--- config.mk ---
export PLATFORM = sky130hd
export DESIGN_NAME = multicycle_ctrl
export DESIGN_NICKNAME = d
export VERILOG_FILES = /design/src/rtl/multicycle_ctrl.sv
export SDC_FILE = /design/constraint.sdc
export NUM_CORES = 1
export LEC_CHECK = 0
export CORE_ASPECT_RATIO = 1.1
export CORE_UTILIZATION = 30
export DETAILED_ROUTE_END_ITERATION = 16
export PLACE_DENSITY_LB_ADDON = 0.15
export SETUP_SLACK_MARGIN = 0.2
export SYNTH_ARGS = -nofsm -noshare
export SYNTH_HDL_FRONTEND = slang
export SYNTH_SLANG_ARGS = --single-unit
--- constraint.sdc ---
create_clock -name clk -period 2.7 [get_ports clk]
set_input_delay 0.27 -clock clk [delete_from_list [all_inputs] [get_ports clk]]
set_output_delay 0.27 -clock clk [all_outputs]
set_load 0.1 [all_outputs]
--- src/rtl/multicycle_ctrl.sv ---
// -----------------------------------------------------------------------------
// multicycle_ctrl
// Main control FSM for the multicycle MIPS datapath. It decodes the opcode and
// walks through fetch / decode / execute / memory / writeback, one state per
// clock. The unified memory uses a ready handshake. A bounded wait counter
// sends the core to HALT if an access stalls for too long.
//
// Parameters
//   TIMEOUT    max cycles waiting for mem_ready in a memory state (1..255);
//              0 disables the timeout
//
// Ports
//   clk        core clock, rising edge
//   reset      asynchronous reset, active-high
//   op         instruction opcode instr[31:26], valid from DECODE onward
//   zero       ALU zero flag
//   mem_ready  memory completes the current access this cycle
//   mem_req    memory access request
//   memwrite   write strobe (meaningful only with mem_req)
//   iord       address select: 0 = PC, 1 = ALUOut
//   irwrite    instruction register load
//   pcen       PC load enable
//   pcsrc      PC source: 00 ALUResult, 01 ALUOut, 10 jump target
//   alusrca    ALU A: 0 = PC, 1 = register A
//   alusrcb    ALU B: 00 B, 01 const 4, 10 sign-ext imm, 11 sign-ext imm << 2
//   aluop      ALU decoder code: 00 add, 01 sub, 10 use funct
//   regwrite   register file write enable
//   regdst     destination: 0 = rt, 1 = rd
//   memtoreg   writeback source: 0 = ALUOut, 1 = MDR
//   bad_op     one-cycle pulse in DECODE for an unsupported opcode
//   halted     sticky memory-timeout flag
//   state      current state, for debug
// -----------------------------------------------------------------------------
module multicycle_ctrl #(
    parameter int unsigned TIMEOUT = 255
) (
    input  logic       clk,
    input  logic       reset,
    input  logic [5:0] op,
    input  logic       zero,
    input  logic       mem_ready,
    output logic       mem_req,
    output logic       memwrite,
    output logic       iord,
    output logic       irwrite,
    output logic       pcen,
    output logic [1:0] pcsrc,
    output logic       alusrca,
    output logic [1:0] alusrcb,
    output logic [1:0] aluop,
    output logic       regwrite,
    output logic       regdst,
    output logic       memtoreg,
    output logic       bad_op,
    output logic       halted,
    output logic [3:0] state
);

    localparam int unsigned CNT_W = 8;

    localparam logic [5:0] OP_RTYPE = 6'b000000;
    localparam logic [5:0] OP_J     = 6'b000010;
    localparam logic [5:0] OP_BEQ   = 6'b000100;
    localparam logic [5:0] OP_ADDI  = 6'b001000;
    localparam logic [5:0] OP_LW    = 6'b100011;
    localparam logic [5:0] OP_SW    = 6'b101011;

    localparam logic [1:0] SRCB_B      = 2'b00;
    localparam logic [1:0] SRCB_FOUR   = 2'b01;
    localparam logic [1:0] SRCB_IMM    = 2'b10;
    localparam logic [1:0] SRCB_IMMSH  = 2'b11;

    localparam logic [1:0] ALUOP_ADD   = 2'b00;
    localparam logic [1:0] ALUOP_SUB   = 2'b01;
    localparam logic [1:0] ALUOP_FUNCT = 2'b10;

    localparam logic [1:0] PCSRC_ALU    = 2'b00;
    localparam logic [1:0] PCSRC_ALUOUT = 2'b01;
    localparam logic [1:0] PCSRC_JUMP   = 2'b10;

    localparam logic [CNT_W-1:0] TIMEOUT_LAST = CNT_W'(TIMEOUT - 1);

    typedef enum logic [3:0] {
        S_FETCH   = 4'd0,
        S_DECODE  = 4'd1,
        S_MEMADR  = 4'd2,
        S_MEMRD   = 4'd3,
        S_MEMWB   = 4'd4,
        S_MEMWR   = 4'd5,
        S_EXECUTE = 4'd6,
        S_ALUWB   = 4'd7,
        S_BEQEX   = 4'd8,
        S_ADDIEX  = 4'd9,
        S_ADDIWB  = 4'd10,
        S_JEX     = 4'd11,
        S_HALT    = 4'd15
    } state_t;

    state_t             r_state;
    state_t             w_next;
    logic [CNT_W-1:0]   r_wait_cnt;
    logic               r_halted;
    logic               w_mem_state;
    logic               w_timeout;

    // States that hold a memory access open until mem_ready
    assign w_mem_state = (r_state == S_FETCH) || (r_state == S_MEMRD) ||
                         (r_state == S_MEMWR);

    // Stall limit reached; a simultaneous mem_ready lets the access complete
    assign w_timeout = (TIMEOUT != 0) && w_mem_state && !mem_ready &&
                       (r_wait_cnt == TIMEOUT_LAST);

    // State register
    always_ff @(posedge clk or posedge reset) begin
        if (reset) begin
            r_state <= S_FETCH;
        end else begin
            r_state <= w_next;
        end
    end

    // Memory wait counter: cleared on any state change, counts stalled cycles
    always_ff @(posedge clk or posedge reset) begin
        if (reset) begin
            r_wait_cnt <= '0;
        end else if (w_next != r_state) begin
            r_wait_cnt <= '0;
        end else if (w_mem_state && !mem_ready) begin
            r_wait_cnt <= r_wait_cnt + CNT_W'(1);
        end
    end

    // Sticky halt flag, cleared only by reset
    always_ff @(posedge clk or posedge reset) begin
        if (reset) begin
            r_halted <= 1'b0;
        end else if (w_timeout) begin
            r_halted <= 1'b1;
        end
    end

    // Next state and Moore outputs (irwrite/pcen in FETCH follow mem_ready)
    always_comb begin
        w_next   = r_state;
        mem_req  = 1'b0;
        memwrite = 1'b0;
        iord     = 1'b0;
        irwrite  = 1'b0;
        pcen     = 1'b0;
        pcsrc    = PCSRC_ALU;
        alusrca  = 1'b0;
        alusrcb  = SRCB_B;
        aluop    = ALUOP_ADD;
        regwrite = 1'b0;
        regdst   = 1'b0;
        memtoreg = 1'b0;
        bad_op   = 1'b0;

        case (r_state)
            S_FETCH: begin
                mem_req = 1'b1;
                alusrcb = SRCB_FOUR;
                irwrite = mem_ready;
                pcen    = mem_ready;
                if (mem_ready) begin
                    w_next = S_DECODE;
                end
            end
            S_DECODE: begin
                alusrcb = SRCB_IMMSH;
                case (op)
                    OP_LW, OP_SW: w_next = S_MEMADR;
                    OP_RTYPE:     w_next = S_EXECUTE;
                    OP_BEQ:       w_next = S_BEQEX;
                    OP_ADDI:      w_next = S_ADDIEX;
                    OP_J:         w_next = S_JEX;
                    default: begin
                        w_next = S_FETCH;
                        bad_op = 1'b1;
                    end
                endcase
            end
            S_MEMADR: begin
                alusrca = 1'b1;
                alusrcb = SRCB_IMM;
                // op is stable through the instruction; only lw/sw reach here
                w_next  = (op == OP_SW) ? S_MEMWR : S_MEMRD;
            end
            S_MEMRD: begin
                mem_req = 1'b1;
                iord    = 1'b1;
                if (mem_ready) begin
                    w_next = S_MEMWB;
                end
            end
            S_MEMWB: begin
                regwrite = 1'b1;
                memtoreg = 1'b1;
                w_next   = S_FETCH;
            end
            S_MEMWR: begin
                mem_req  = 1'b1;
                memwrite = 1'b1;
                iord     = 1'b1;
                if (mem_ready) begin
                    w_next = S_FETCH;
                end
            end
            S_EXECUTE: begin
                alusrca = 1'b1;
                aluop   = ALUOP_FUNCT;
                w_next  = S_ALUWB;
            end
            S_ALUWB: begin
                regwrite = 1'b1;
                regdst   = 1'b1;
                w_next   = S_FETCH;
            end
            S_BEQEX: begin
                alusrca = 1'b1;
                aluop   = ALUOP_SUB;
                pcsrc   = PCSRC_ALUOUT;
                pcen    = zero;
                w_next  = S_FETCH;
            end
            S_ADDIEX: begin
                alusrca = 1'b1;
                alusrcb = SRCB_IMM;
                w_next  = S_ADDIWB;
            end
            S_ADDIWB: begin
                regwrite = 1'b1;
                w_next   = S_FETCH;
            end
            S_JEX: begin
                pcsrc  = PCSRC_JUMP;
                pcen   = 1'b1;
                w_next = S_FETCH;
            end
            S_HALT: begin
                w_next = S_HALT;
            end
            default: begin
                w_next = S_FETCH;
            end
        endcase

        if (w_timeout) begin
            w_next = S_HALT;
        end
    end

    assign halted = r_halted;
    assign state  = r_state;

endmodule

# == Word level (Yosys, flattened, before mapping) ==
# Cells that the tools add are included.
# totals
elab_cells,61
inputBits,10
ff_bits,13
out_inout_bits,21
# classes
n_addsub,1
n_eq_ne,19
mux,23
reduce_logical,15
# ops
operator,count
$pmux W4 S8,1
$eq A4 B4 Y1 const B,5
$pmux W4 S5,1
$eq A4 B3 Y1 const B,4
$mux W4,4
$mux W8,2
$eq A6 B6 Y1 const B,2
$mux W1,10
$add A8 B1 Y8 const B,1
$eq A4 B2 Y1 const B,2
$eq A8 B8 Y1 const B,1
$pmux W2 S2,2
$eq A6 B2 Y1 const B,1
$eq A6 B3 Y1 const B,1
$eq A6 B4 Y1 const B,1
$logic_not A6 Y1,1
$pmux W2 S3,1
$reduce_or A2 Y1,3
$reduce_or A3 Y1,2
$reduce_or A6 Y1,1
$eq A4 B1 Y1 const B,1
$logic_not A4 Y1,1
$ne A4 B4 Y1,1
$reduce_or A4 Y1,1
other kinds (6),8

# == Logic depth before layout (Yosys ltp) ==
# logic_depth
depth_word,8
depth_mapped,8
mapped_depth_nobuf,7

# == Worst setup path before layout ==
# No wires, ideal clock.
# synth_timing
path_type,register to output
start,register r_state[3] (netlist: state[3])
end,output port pcen
path_slack_ns,-2.109
stages_incl_launch_ff,6
t_required_ns,2.430
arrival_time_ns,4.539
cell_sequence,dfrtp_1 > buf_2 > buf_2 > nand2_1 > nor3_1 > a211o_1
# synth_between
elab_chain_len,2
# synth_rtl
element,line,source
"start, declared",99,state_t r_state;
"start signal, assigned",119,r_state <= w_next;
$eq A4 B4 Y1 / $logic_not A4 Y1 (equally long branches),160,case (r_state)
$pmux W1 S3 *,160,
"end, declared",46,"output logic pcen,"
# Every way passes the cells marked *; elsewhere a longest branch is shown, timed or not.

# == Final worst setup path ==
# layout_timing
start,register r_state[0] (netlist: state[0])
end,register r_wait_cnt[7]
# layout_between
elab_chain_len,8
# layout_rtl
element,line,source
"parallel branches: the longest is 8 deep, another holds $pmux W4 S8",-,
"end signal, assigned",130,r_wait_cnt <= r_wait_cnt + CNT_W'(1);
"end, declared",101,logic [CNT_W-1:0] r_wait_cnt;
# Parallel ways; which one is timed is not known.
# A chain may end at the register's enable or synchronous reset.

==> impl_metrics.json <==
{
  "outcome": "complete, no violations",
  "die_w_um": 61.8,
  "grt_pass1_vias": 1066,
  "cts.sinks": 13,
  "synth_top_area_frac": 0.276,
  "core_mm2": 0.00371,
  "drive_gt1_frac": 0.312,
  "ys_seq_area_frac": 0.276,
  "insertion_delay_ns": 0.25,
  "crit_slowest_cell": "dfrtp_4",
  "final_net_count": 186,
  "critical_path_class": "reg2reg",
  "cts-resized-gates": 0,
  "ff2ff_path_depth": 6,
  "drt_iter0_drc": 72,
  "wl_per_cell_um": 13.4,
  "synth.yosys.warnings": 0,
  "via_per_inst": 5.06,
  "relSlewSlack": 0.662,
  "syn_area_mm2": 0.00118,
  "synthTopCellsByArea": "dfrtp_1 28%, xnor2_1 7.4%, nand2_1 6.0%",
  "worstMarginPinSlew_ns": 0.507,
  "rows": 23,
  "die_h_um": 67.8,
  "place_congestion": 0.784,
  "diodes": 0,
  "gr-usage-all-layers": 0.163,
  "path_max_fanout": 20,
  "min_period_ns": 2.37,
  "drc": 0,
  "synth.top_cells.by_count": "19 x nand2_1, 18 x nor2_1, 13 x dfrtp_1",
  "antenna_left": 0,
  "finalSetupViolCount": 0,
  "postSynthCellCount": 147,
  "path_clk_slew_ns": 0.06,
  "r2r_start": "state[0]$_DFF_PP0_",
  "synth_edf_count": 0,
  "cts_buffers": 3,
  "htreeDepth": 1,
  "avgSynthCellArea_um2": 8.03,
  "synth_seq_cells": 13,
  "syn-num-nets": 159,
  "hold_viol": 0,
  "yosysTopAreaCell": "dfrtp_1",
  "fin_crit_sh": 0.879,
  "antenna_found_initial": 0,
  "postCtsSetupBuffers": 0,
  "r2r_setup_slack_ns": 0.33,
  "area.growth.synth_to_final_pct": 38.5,
  "synthArstFlopShare": 1.00,
  "clock_path_buffers": 2,
  "routed_wl_mm": 2.99,
  "ctsHoldBuffers": 0,
  "synth_flop_cell": "dfrtp_1",
  "cpPeakStageDelay_ns": 0.60,
  "cap_viol_max_count": 0,
  "slew_violations": 0,
  "n_fill_cell": 364,
  "arrival_ns": 2.48,
  "hold_class": "in2async",
  "cp-start-kind": "register",
  "worstReg2RegEnd": "r_wait_cnt[7]$_DFFE_PP0P_",
  "fmax_mhz": 421,
  "drt_pass1_iterations": 5,
  "rsz0062_at_grt": "no",
  "dp_hpwl_mm": 2.31,
  "start_util": 0.318,
  "dieArea_mm2": 0.00419,
  "synth_cell_type_count": 45,
  "grt_first_pass_wirelength_mm": 4.98,
  "num_vias": 1128,
  "fin_setup_tns_ns": 0,
  "synth_most_common_cell": "nand2_1",
  "cts-root-buf": "clkbuf_8",
  "grt-ovfl-total": 0,
  "clock-skew-final_ns": 0.00466,
  "critPathRequiredTime_ns": 2.81,
  "grt_max_degree": 23,
  "crit_chain": "nand2b_1 -> or3_1 -> o221a_1 -> and4_1 -> a211oi_4 -> nor3b_1",
  "io_buffers": 30,
  "pin_count": 31,
  "tritoncts": "yes",
  "cp-end-kind": "register"
}
==> state kept, by name, summed over array words and instances (netlist names) <==
signal	flops
state	4
halted	1
r_wait_cnt	8
==> critical path: cells and delay by family, from the launching register on <==
kind | cells | cell delay, ns
AO/OA/AOI/OAI | 2 | 0.69
flip-flops | 1 | 0.60
AND/OR/NAND/NOR | 4 | 0.93
==> metrics by stage <==
| step | hold slack [ns] | cells | cell area (um^2) | worst slack (ns) | utilization |
|---|---|---|---|---|---|
| global placement | 0.451 | 219 | 1590 | 0.311 | 0.428 |
| detailed placement | 0.484 | 219 | 1590 | 0.286 | 0.428 |
| finish | 0.348 | 223 | 1630 | 0.326 | 0.440 |
| global route | 0.412 | 223 | 1630 | 0.206 | 0.440 |
| CTS | 0.369 | 223 | 1630 | 0.323 | 0.440 |
| floorplan | 0.147 | 147 | 1310 | 0.0487 | - |
==> cell usage in the layout (no fill, tap or decap), types with 3 or more instances in the layout <==
master / n
clkbuf_8: 3
inv_1: 3
nand2_1: 18
nor2_2: 4
o21ai_0: 4
nor3_1: 4
and2_1: 3
or3_1: 3
dfrtp_1: 9
a21oi_1: 4
and4_1: 3
clkdlybuf4s50_1: 9
nand3_1: 6
nor2_1: 12
dfrtp_4: 4
nand2b_1: 6
buf_4: 22
xnor2_1: 10
==> routing by layer <==
layer | GRT usage | vias up | wire (um)
met4 | 0.0583 | 0 | 37
met5 | 0 | - | 0
met3 | 0.0211 | 4 | 94
li1 | - | 570 | -
met2 | 0.289 | 24 | 1530
met1 | 0.198 | 530 | 1320
==> kinds of logic after synthesis <==
| kind of cell | after synthesis | share of synthesized area |
|---|---|---|
| AND/OR/NAND/NOR | 78 | 0.344 |
| AO/OA/AOI/OAI | 27 | 0.192 |
| buffers and inverters | 15 | 0.0626 |
| flip-flops | 13 | 0.276 |
| XOR/XNOR | 12 | 0.105 |
| adder cells (fa/ha/maj) | 2 | 0.0212 |
==> layout make-up <==
cell class	count	area (um^2)	area share
clock buffer	3	41.3	0.0253
clock inverter	1	5.00	0.00306
timing repair buffer	33	295	0.181
sequential	13	340	0.208
inverter	4	17.5	0.0107
multi-input combinational	119	872	0.534
tap	50	62.6	0.0383
==> how the worst max path moves through the flow <==
stage | endpoint | slack (ns) | startpoint | cells after the start
floorplan | pcen | 0.05 | state[3]$_DFF_PP0_ | 5
global placement | r_wait_cnt[7]$_DFFE_PP0P_ | 0.31 | mem_ready | 7
detailed placement | r_wait_cnt[7]$_DFFE_PP0P_ | 0.29 | mem_ready | 7
CTS | r_wait_cnt[7]$_DFFE_PP0P_ | 0.32 | state[0]$_DFF_PP0_ | 6
global route | r_wait_cnt[5]$_DFFE_PP0P_ | 0.21 | state[0]$_DFF_PP0_ | 6
finish | r_wait_cnt[7]$_DFFE_PP0P_ | 0.33 | state[0]$_DFF_PP0_ | 6
Power is not shown: default switching activity piles up to over one toggle a cycle in this logic, so the estimate is an artifact.
